<file path="src/rtl/fta_bus_pkg.sv">
// FTA bus request/response types shared by all bus slaves.
// The LED port uses only a subset of the request fields.
package fta_bus_pkg;

  typedef enum logic [2:0] {
    CLASSIC = 3'b000,
    FIXED   = 3'b001,
    INCR    = 3'b010,
    ERC     = 3'b111
  } fta_cycle_type_t;

  typedef enum logic [1:0] {
    OKAY    = 2'b00,
    DECERR  = 2'b01,
    PROTERR = 2'b10,
    ERR     = 2'b11
  } fta_tranerr_t;

  typedef logic [7:0] fta_tid_t;

  typedef struct packed {
    fta_tid_t        tid;
    fta_cycle_type_t cti;
    logic            cyc;
    logic            we;
    logic [3:0]      sel;
    logic [31:0]     padr;
    logic [31:0]     dat;
  } fta_cmd_request32_t;

  typedef struct packed {
    fta_tid_t     tid;
    logic [3:0]   pri;
    logic         ack;
    logic         rty;
    fta_tranerr_t err;
    logic [31:0]  adr;
    logic [31:0]  dat;
  } fta_cmd_response32_t;

endpackage

</file>
<file path="src/rtl/ledport_pkg.sv">
// Register map indices (word index = padr[6:2]) and per-LED mode encoding.
package ledport_pkg;

  localparam logic [4:0] LEDP_DIR   = 5'd0;
  localparam logic [4:0] LEDP_MODE  = 5'd1;
  localparam logic [4:0] LEDP_PRESC = 5'd2;
  localparam logic [4:0] LEDP_BLINK = 5'd3;
  localparam logic [4:0] LEDP_DUTY0 = 5'd4;

  typedef enum logic [1:0] {
    LEDM_DIRECT   = 2'b00,
    LEDM_PWM      = 2'b01,
    LEDM_BLINK    = 2'b10,
    LEDM_PWMBLINK = 2'b11
  } ledp_mode_e;

endpackage

</file>
<file path="src/rtl/ledport_timebase.sv">
// Shared time base: prescaler tick, free-running PWM counter and blink phase
// that advances once per PWM wrap.
module ledport_timebase #(
  parameter int PWM_BITS = 8,
  parameter int PRE_BITS = 16
) (
  input  logic                clk,
  input  logic                rst,
  input  logic [PRE_BITS-1:0] presc_i,
  input  logic [15:0]         blink_i,
  output logic [PWM_BITS-1:0] pwm_cnt_o,
  output logic                phase_o
);

  logic [PRE_BITS-1:0] pre_cnt_q, pre_cnt_d;
  logic [PWM_BITS-1:0] pwm_cnt_q, pwm_cnt_d;
  logic [15:0]         blk_cnt_q, blk_cnt_d;
  logic                phase_q, phase_d;
  logic                tick, wrap;

  always_comb begin
    tick      = (pre_cnt_q == '0);
    wrap      = tick & (&pwm_cnt_q);
    pre_cnt_d = tick ? presc_i : pre_cnt_q - PRE_BITS'(1);
    pwm_cnt_d = tick ? pwm_cnt_q + PWM_BITS'(1) : pwm_cnt_q;
    blk_cnt_d = blk_cnt_q;
    phase_d   = phase_q;
    // A zero half-period parks the blink output solidly on.
    if (blink_i == '0) begin
      blk_cnt_d = '0;
      phase_d   = 1'b1;
    end else if (wrap) begin
      if (({1'b0, blk_cnt_q} + 17'd1) == {1'b0, blink_i}) begin
        blk_cnt_d = '0;
        phase_d   = ~phase_q;
      end else begin
        blk_cnt_d = blk_cnt_q + 16'd1;
      end
    end
  end

  always_ff @(posedge clk or posedge rst) begin
    if (rst) begin
      pre_cnt_q <= '0;
      pwm_cnt_q <= '0;
      blk_cnt_q <= '0;
      phase_q   <= 1'b1;
    end else begin
      pre_cnt_q <= pre_cnt_d;
      pwm_cnt_q <= pwm_cnt_d;
      blk_cnt_q <= blk_cnt_d;
      phase_q   <= phase_d;
    end
  end

  assign pwm_cnt_o = pwm_cnt_q;
  assign phase_o   = phase_q;

endmodule

</file>
<file path="src/rtl/ledport_pwm_fta32.sv">
// FTA32 LED port: register file, registered single-cycle bus response and
// per-LED direct/PWM/blink output mux driven by a shared time base.
module ledport_pwm_fta32
  import fta_bus_pkg::*;
  import ledport_pkg::*;
#(
  parameter int NLED     = 8,
  parameter int PWM_BITS = 8,
  parameter int PRE_BITS = 16
) (
  input  logic                rst,
  input  logic                clk,
  input  logic                cs,
  input  fta_cmd_request32_t  req,
  output fta_cmd_response32_t resp,
  output logic [NLED-1:0]     led
);

  logic [NLED-1:0]                dir_q, dir_d;
  logic [2*NLED-1:0]              mode_q, mode_d;
  logic [PRE_BITS-1:0]            presc_q, presc_d;
  logic [15:0]                    blink_q, blink_d;
  logic [NLED-1:0][PWM_BITS-1:0]  duty_q, duty_d;
  logic [NLED-1:0]                led_q, led_d;
  logic                           ack_q, ack_d;
  fta_tid_t                       tid_q;
  logic [31:0]                    adr_q, dat_q, rd_data;
  logic [4:0]                     idx;
  logic                           wr_en, pwm_on, phase;
  logic [PWM_BITS-1:0]            pwm_cnt;
  logic                           unused_req;

  assign unused_req = ^req;

  always_comb begin
    idx     = req.padr[6:2];
    wr_en   = cs & req.we;
    ack_d   = cs & (~req.we | (req.cti == ERC));
    dir_d   = dir_q;
    mode_d  = mode_q;
    presc_d = presc_q;
    blink_d = blink_q;
    duty_d  = duty_q;
    rd_data = '0;
    // Read data comes from the pre-write registers, so a write never echoes itself.
    case (idx)
      LEDP_DIR:   rd_data[NLED-1:0]     = dir_q;
      LEDP_MODE:  rd_data[2*NLED-1:0]   = mode_q;
      LEDP_PRESC: rd_data[PRE_BITS-1:0] = presc_q;
      LEDP_BLINK: rd_data[15:0]         = blink_q;
      default: ;
    endcase
    for (int i = 0; i < NLED; i++) begin
      if (idx == LEDP_DUTY0 + 5'(i)) rd_data[PWM_BITS-1:0] = duty_q[i];
    end
    if (wr_en) begin
      case (idx)
        LEDP_DIR:   dir_d   = req.dat[NLED-1:0];
        LEDP_MODE:  mode_d  = req.dat[2*NLED-1:0];
        LEDP_PRESC: presc_d = req.dat[PRE_BITS-1:0];
        LEDP_BLINK: blink_d = req.dat[15:0];
        default: ;
      endcase
      for (int i = 0; i < NLED; i++) begin
        if (idx == LEDP_DUTY0 + 5'(i)) duty_d[i] = req.dat[PWM_BITS-1:0];
      end
    end
  end

  ledport_timebase #(
    .PWM_BITS (PWM_BITS),
    .PRE_BITS (PRE_BITS)
  ) u_timebase (
    .clk       (clk),
    .rst       (rst),
    .presc_i   (presc_q),
    .blink_i   (blink_q),
    .pwm_cnt_o (pwm_cnt),
    .phase_o   (phase)
  );

  always_comb begin
    led_d  = '0;
    pwm_on = 1'b0;
    for (int i = 0; i < NLED; i++) begin
      pwm_on = (pwm_cnt < duty_q[i]);
      case (ledp_mode_e'(mode_q[2*i +: 2]))
        LEDM_DIRECT:   led_d[i] = dir_q[i];
        LEDM_PWM:      led_d[i] = dir_q[i] & pwm_on;
        LEDM_BLINK:    led_d[i] = dir_q[i] & phase;
        LEDM_PWMBLINK: led_d[i] = dir_q[i] & pwm_on & phase;
        default:       led_d[i] = 1'b0;
      endcase
    end
  end

  always_ff @(posedge clk or posedge rst) begin
    if (rst) begin
      dir_q   <= '0;
      mode_q  <= '0;
      presc_q <= '0;
      blink_q <= '0;
      duty_q  <= '0;
      led_q   <= '0;
      ack_q   <= 1'b0;
      tid_q   <= '0;
      adr_q   <= '0;
      dat_q   <= '0;
    end else begin
      dir_q   <= dir_d;
      mode_q  <= mode_d;
      presc_q <= presc_d;
      blink_q <= blink_d;
      duty_q  <= duty_d;
      led_q   <= led_d;
      ack_q   <= ack_d;
      if (cs) begin
        tid_q <= req.tid;
        adr_q <= req.padr;
        dat_q <= rd_data;
      end
    end
  end

  always_comb begin
    resp     = '0;
    resp.tid = tid_q;
    resp.pri = 4'd7;
    resp.ack = ack_q;
    resp.rty = 1'b0;
    resp.err = OKAY;
    resp.adr = adr_q;
    resp.dat = dat_q;
  end

  assign led = led_q;

endmodule

</file>
<file path="config.mk">
export PLATFORM = sky130hd
export DESIGN_NAME = ledport_pwm_fta32
export DESIGN_NICKNAME = d
export VERILOG_FILES = /design/src/rtl/fta_bus_pkg.sv /design/src/rtl/ledport_pkg.sv /design/src/rtl/ledport_timebase.sv /design/src/rtl/ledport_pwm_fta32.sv
export SDC_FILE = /design/constraint.sdc
export NUM_CORES = 1
export LEC_CHECK = 0
export ABC_AREA = 0
export BUFFER_PORTS_ARGS = -buffer_cell sky130_fd_sc_hd__buf_4
export CAP_MARGIN = 20
export CORE_MARGIN = 2
export CORE_UTILIZATION = 30
export DETAILED_ROUTE_END_ITERATION = 8
export GPL_TIMING_DRIVEN = 0
export SLEW_MARGIN = 15
export SYNTH_ARGS = -nofsm -noshare
export SYNTH_HDL_FRONTEND = slang
export SYNTH_HIERARCHICAL = 1
export SYNTH_SLANG_ARGS = --single-unit
</file>
<file path="constraint.sdc">
create_clock -name clk -period 18.58 [get_ports clk]
set_input_delay 3.716 -clock clk [delete_from_list [all_inputs] [get_ports clk]]
set_output_delay 3.716 -clock clk [all_outputs]
set_load 0.02 [all_outputs]
</file>
---- Word-level counts from Yosys, hierarchy flattened ----
Index checks and enable logic that the tools add are counted.
operators by class
  add/sub/neg operators ................... 4
  multipliers ............................. 0
  div/mod/pow operators ................... 0
  order comparisons ....................... 8
  eq/ne operators ......................... 37
  shift operators ......................... 0
  muxes and demuxes ....................... 25
  bitwise logic cells ..................... 30
  reductions and logical operators ........ 27
operators by type and width
  operator               count
  $lt 8x8->1             8
  $mux 16                4
  $mux 8                 8
  $eq 2x2->1 const B     16
  $logic_not 16->1       2
  $pmux 1 s4             8
  $pmux 8 s4             1
  $and 1x1->1            27
  $reduce_and 2->1       13
  $pmux 8 s3             1
  $eq 5x3->1 const B     4
  $eq 5x4->1 const B     4
  $add 16x1->17 const B  1
  $eq 17x16->1           1
  $add 16x1->16 const B  1
  $eq 2x1->1 const B     8
  $logic_not 2->1        8
  $sub 16x1->16 const B  1
  $eq 5x2->1 const B     2
  $add 8x1->8 const B    1
  $reduce_and 8->1       1
  $eq 5x1->1 const B     1
  $logic_not 5->1        1
  $reduce_bool 2->1      2
  other kinds (4)        7
storage, ports and cells
  register bits ........................... 226
  bits in latches ......................... 0
  memory bits (writable) .................. 0
  memory bits (read-only) ................. 0
  input port bits ......................... 84
  output and inout bits ................... 88
  memories ................................ 0

---- Longest topological paths before layout ----
  depth in word-level cells ............... 10
  mapped depth ............................ 11

---- Cells and area by module ----
Netlist, hierarchy kept.
by module, submodules not included
  module             times used  cells each  area each (µm²)  sequential area each (µm²)
  ledport_pwm_fta32  1           876         9716.8           4629.4
  ledport_timebase   1           299         2856.5           1027.2

---- Least setup slack after synthesis ----
OpenSTA, ideal clock, no wires.
  path kind ............................... input to register
  from .................................... in req[35] (netlist bit)
  to ...................................... reg mode_q[0]
  setup time .............................. 0.128 ns
  data arrival time ....................... 4.979 ns
  setup slack ............................. 13.473 ns
  cell stages on the path ................. 6
  cells stage by stage .................... buf_2 -> nand2b_1 -> buf_2 -> nor3_4 -> buf_6 -> mux2_1
on the way
  word-level cells in the longest chain between the ends .. 2
ends and longest elaborated chain
  item                        line                      RTL
  start: declaration          ledport_pwm_fta32.sv:14   input fta_cmd_request32_t req,
  $eq 5x1->1                  ledport_pwm_fta32.sv:57   case (idx)
  $reduce_and 2->1 (no line)  --
  end signal: assignment      ledport_pwm_fta32.sv:111  mode_q <= mode_d;
  end: declaration            ledport_pwm_fta32.sv:20   logic [2*NLED-1:0] mode_q, mode_d;
No other way between the ends.
A chain may end at the register's enable or synchronous reset.

---- Worst setup path in the final report ----
  from .................................... in req[34] (netlist bit)
  to ...................................... reg dat_q[8]
on the way
  word-level cells in the longest chain between the ends .. 2
  elaborated cells between the ends (all ways) .. 4
  classes of those cells .................. eq/ne (3); mux (1)
ends and longest elaborated chain
  item                                      line                      RTL
  $eq 5x2->1 or $eq 5x1->1 (tied branches)  ledport_pwm_fta32.sv:46   case (idx)
  $pmux 8 s3 *                              ledport_pwm_fta32.sv:46
  end signal: assignment                    ledport_pwm_fta32.sv:120  dat_q <= rd_data;
  end: declaration                          ledport_pwm_fta32.sv:27   logic [31:0] adr_q, dat_q, rd_data;
Every way passes the cells marked *; elsewhere a longest branch is shown, timed or not.

==> qor_table.md <==
| Metric | Value | Unit |
| --- | --- | --- |
| Weighted congestion at the end of routability-driven global placement | 0.922 | - |
| Number of antenna violations at the first check in global routing | 1 | - |
| First DRT Iteration DRCs | 668 | - |
| CTS H-tree depth | 1 | - |
| Final worst-path cycle share | 28.8 | % |
| Final-stage net count | 1496 | - |
| Busiest layer in global routing | met2 | - |
| Horizontal die dimension | 209 | um |
| Area Growth Syn to Fin | 21.7 | % |
| Crit path DAT | 5.74 | ns |
| Std-Cell Core Area | 41700 | sq um |
| Final HPWL from detailed placement | 28600 | um |
| Power Density | 98.1 | nW/um^2 |
| Number of vias after detailed routing | 9749 | - |
| VDD IR max | 0.0587 | mV |
| RSZ-0062 raised after global routing | no | - |
| Cell count after synthesis | 1175 | - |
| Source of the worst hold timing path | u_timebase/pre_cnt_q[0]$_DFF_PP0_ | - |
| Layout Utilization | 36.7 | % |
| Post-synthesis async set-or-reset flop share | 100 | % |
| Number of post-CTS setup repair buffers | 0 | - |
| Total clock sinks | 226 | - |
| Kind of cell adding the most delay to the critical path | buffers and inverters | - |
| Average cell area after synthesis | 10.7 | sq um |
| Proportion of layout cells with a drive suffix above 1 | 29.8 | % |
| Aggregate global-route resource usage | 17.5 | % |
| FF-to-FF End | u_timebase/blk_cnt_q[2]$_DFFE_PP0P_ | - |
| Reported max-cap violation count | 0 | - |
| Share of the synthesized area in the top cell type | 44.8 | % |
| Drc violations | 0 | - |
| Worst hold slack | 0.490 | ns |
| Largest incremental delay on the critical path | 0.41 | ns |
| Antenna Nets Post-Route | 0 | - |
| Launch point of the worst reg-to-reg path | u_timebase/blk_cnt_q[0]$_DFFE_PP0P_ | - |
| Number of buffers created by CTS | 26 | - |
| First-pass GRT wire length | 59000 | um |
| Primary FF master, synth | sky130_fd_sc_hd__dfrtp_1 | - |
| Cts hold-fix bufs | 0 | - |
| Die height | 209 | um |
| Dominant cell type by area after synthesis | sky130_fd_sc_hd__dfrtp_1 | - |
| Via count of the first global-routing pass | 10000 | - |
| Number of synthesized register bits | 226 | - |
| Pre-antenna DRT Iters | 5 | - |
| Post-synth EDFFs | 0 | - |
| Ordered cell list for the critical path | buf_4 -> buf_4 -> buf_6 -> buf_4 -> buf_2 -> mux2i_1 -> nor2_1 -> a21oi_1 -> o22ai_1 | - |
| Clock root buffer master | sky130_fd_sc_hd__clkbuf_16 | - |
| Row count | 75 | - |
| Static power due to leakage | 7.18 | nW |
| Cell with the most instances on the worst path | sky130_fd_sc_hd__buf_4 | - |
| I/O Pins | 172 | - |
| Worst reg-to-reg setup slack | 15.76 | ns |
| GR Util met3 | 3.25 | % |
| Capture point of the critical path | dat_q[8]$_DFFE_PP0P_ | - |
| Max Buffers Root-to-Sink | 3 | - |
| Effective utilization at floorplan | 30.2 | % |
| Maximum number of pins on one net before global-route repair | 70 | - |
| Startpoint class of the critical path | primary input | - |
| Number of buffers and inverters on the critical path | 5 | - |
| Nature of the critical path endpoint | flop | - |
| Clock input transition at the sequential cells of the worst setup and hold paths | 0.06 | ns |
| Hold Violations, Final | 0 | - |
| Total chip power | 1.50 | mW |
| Number of cells on the critical path | 9 | - |
| Synth warn | 6 | - |
| Total congestion overflow | 0 | - |
| Relative slew slack | 38.7 | % |
| Maximum operating frequency | 187 | MHz |
| Final routed wire length divided by cell count | 20.1 | um |
| Source-to-sink clock delay at the later pin of the worst-skew pair | 0.54 | ns |
| Setup TNS after final layout | 0 | ns |
| Number of cells on the worst reg-to-reg path | 10 | - |
| Aggregate routed wire length | 38400 | um |
| Min cycle time layout | 5.35 | ns |
| Clock tree from TritonCTS | done | - |
| Worst-path fanout max | 10 | - |
| Total Die Area | 43600 | sq um |
| Worst clock skew on the final layout | 0.0131 | ns |
| Via/cell ratio | 5.10 | - |
| Cells taking the most area after synthesis | sky130_fd_sc_hd__dfrtp_1 (45%), sky130_fd_sc_hd__mux2_2 (9.2%), sky130_fd_sc_hd__ha_1 (5.9%), sky130_fd_sc_hd__nand2_1 (2.6%), sky130_fd_sc_hd__o21ai_0 (2.3%) | - |
| Area post-placement | 14400 | sq um |
| Path type of the worst min-delay path | flop to flop | - |
| Total count of max-transition violations in the final report | 0 | - |
| Status | completed | - |
| Met2 capacity usage during global routing | 29.1 | % |
| Count of unique library cells instantiated by Yosys | 82 | - |
| Area of all placed cells without fillers | 15300 | sq um |
| Part of the Yosys area used for sequential elements | 45.0 | % |
| CP startpoint | req[34] | - |
| Global-route track usage on met1 | 22.7 | % |
| Finish-stage setup viols | 0 | - |
| Class of the most critical setup path | primary input to flop | - |
| Post-CTS Resized | 0 | - |
| Crit path required time | 18.98 | ns |
| Worst-Margin Slew | 0.920 | ns |
| Count of filler cells inserted in the layout | 4193 | - |
| Library cell contributing the largest single delay on the critical path | sky130_fd_sc_hd__buf_2 | - |
| Number of input and output port buffers inserted | 126 | - |
| Post-Synthesis Cell Area | 12600 | sq um |
==> per-layer routing <==
| layer | up-vias | share of wire (%) |
|---|---|---|
| met4 | 0 | 3.1 |
| met5 | - | 0 |
| li1 | 4512 | - |
| met3 | 70 | 6.2 |
| met1 | 4882 | 44 |
| met2 | 285 | 47 |
==> layout make-up <==
type | count | area [sq um] | area share (%)
multi-input cells | 808 | 6170 | 40.3
flip-flops and latches | 226 | 5660 | 37.0
repair buffers | 129 | 1020 | 6.67
clock buffers | 33 | 748 | 4.89
well taps | 539 | 674 | 4.41
plain buffers | 91 | 558 | 3.65
inverters | 71 | 274 | 1.79
clock inverters | 15 | 200 | 1.31
diodes | 1 | 2.50 | 0.0163
==> registers in the layout (all words and copies together) (netlist names) <==
name,count
duty_q,64
adr_q,32
blink_q,16
dat_q,16
mode_q,16
presc_q,16
u_timebase/blk_cnt_q,16
u_timebase/pre_cnt_q,16
dir_q,8
led,8
tid_q,8
u_timebase/pwm_cnt_o,8
ack_q,1
u_timebase/phase_o,1
==> logic make-up (layout without fill, tap and decap cells) <==
logic type	count (synthesis)	after routing	share of synthesized area, %
and+or+nand+nor	313	313	14.3
AOI/OAI and AO/OA	229	229	12.0
DFF	226	226	45.0
buffers and inverters	162	339	6.56
muxes	149	149	13.8
adders and majority gates	59	59	5.87
xor gates and xnor gates	35	35	2.44
other	2	24	0.0597
==> power by group <==
part | total [mW] | switching [mW] | internal [mW]
Combinational | 0.300 | 0.162 | 0.138
Sequential | 0.637 | 0.0727 | 0.564
Clock | 0.565 | 0.212 | 0.352
Total | 1.50 | 0.447 | 1.05
==> Yosys cell counts (all sizes together), types with 7 or more instances <==
master  instances
dfrtp         225
mux2          123
nand2          94
buf            74
inv            71
o21ai          62
ha             59
nor2           53
a21oi          50
nand4          31
nand2b         27
nand3          21
xnor2          21
a21o           19
mux2i          19
a31oi          17
and3           17
clkbuf         17
o22ai          17
nor3           15
xor2           14
o211ai         13
o31ai          13
a22oi          10
nor4           10
nor2b           9
or3             8
mux4            7
==> metrics by stage <==
stage / worst slack, ns / std cells
after global placement: 7.44 / 1861
after CTS: 13.27 / 1912
after floorplan: 9.84 / 1196
after detailed placement: 12.71 / 1864
final: 13.23 / 1913
after global routing: 13.20 / 1912
==> cells in the final DEF, fill, tap and decap left out, types with 13 or more instances in the layout <==
cell type,count
sky130_fd_sc_hd__nand4_1,29
sky130_fd_sc_hd__ha_1,59
sky130_fd_sc_hd__o21ai_0,58
sky130_fd_sc_hd__xnor2_1,21
sky130_fd_sc_hd__mux2i_1,19
sky130_fd_sc_hd__clkbuf_1,18
sky130_fd_sc_hd__buf_2,29
sky130_fd_sc_hd__dfrtp_1,225
sky130_fd_sc_hd__clkbuf_16,27
sky130_fd_sc_hd__mux2_2,103
sky130_fd_sc_hd__inv_1,69
sky130_fd_sc_hd__nand2b_1,26
sky130_fd_sc_hd__nor2_1,50
sky130_fd_sc_hd__nand2_1,88
sky130_fd_sc_hd__a21o_1,19
sky130_fd_sc_hd__conb_1,23
sky130_fd_sc_hd__xor2_1,14
sky130_fd_sc_hd__o211ai_1,13
sky130_fd_sc_hd__o22ai_1,17
sky130_fd_sc_hd__a21oi_1,50
sky130_fd_sc_hd__buf_4,157
sky130_fd_sc_hd__and3_1,17
sky130_fd_sc_hd__a31oi_1,17
sky130_fd_sc_hd__mux2_1,20
sky130_fd_sc_hd__nand3_1,19
==> worst min path at each step <==
stage                     cells past startpoint                           endpoint
after detailed placement                      1  u_timebase/pre_cnt_q[0]$_DFF_PP0_
after global placement                        1  u_timebase/pre_cnt_q[0]$_DFF_PP0_
after CTS                                     1  u_timebase/pre_cnt_q[0]$_DFF_PP0_
after global routing                          1              adr_q[26]$_DFFE_PP0P_
after floorplan                               1  u_timebase/pre_cnt_q[0]$_DFF_PP0_
final                                         1  u_timebase/pre_cnt_q[0]$_DFF_PP0_
Note: power is estimated with default switching activity, not from simulation.
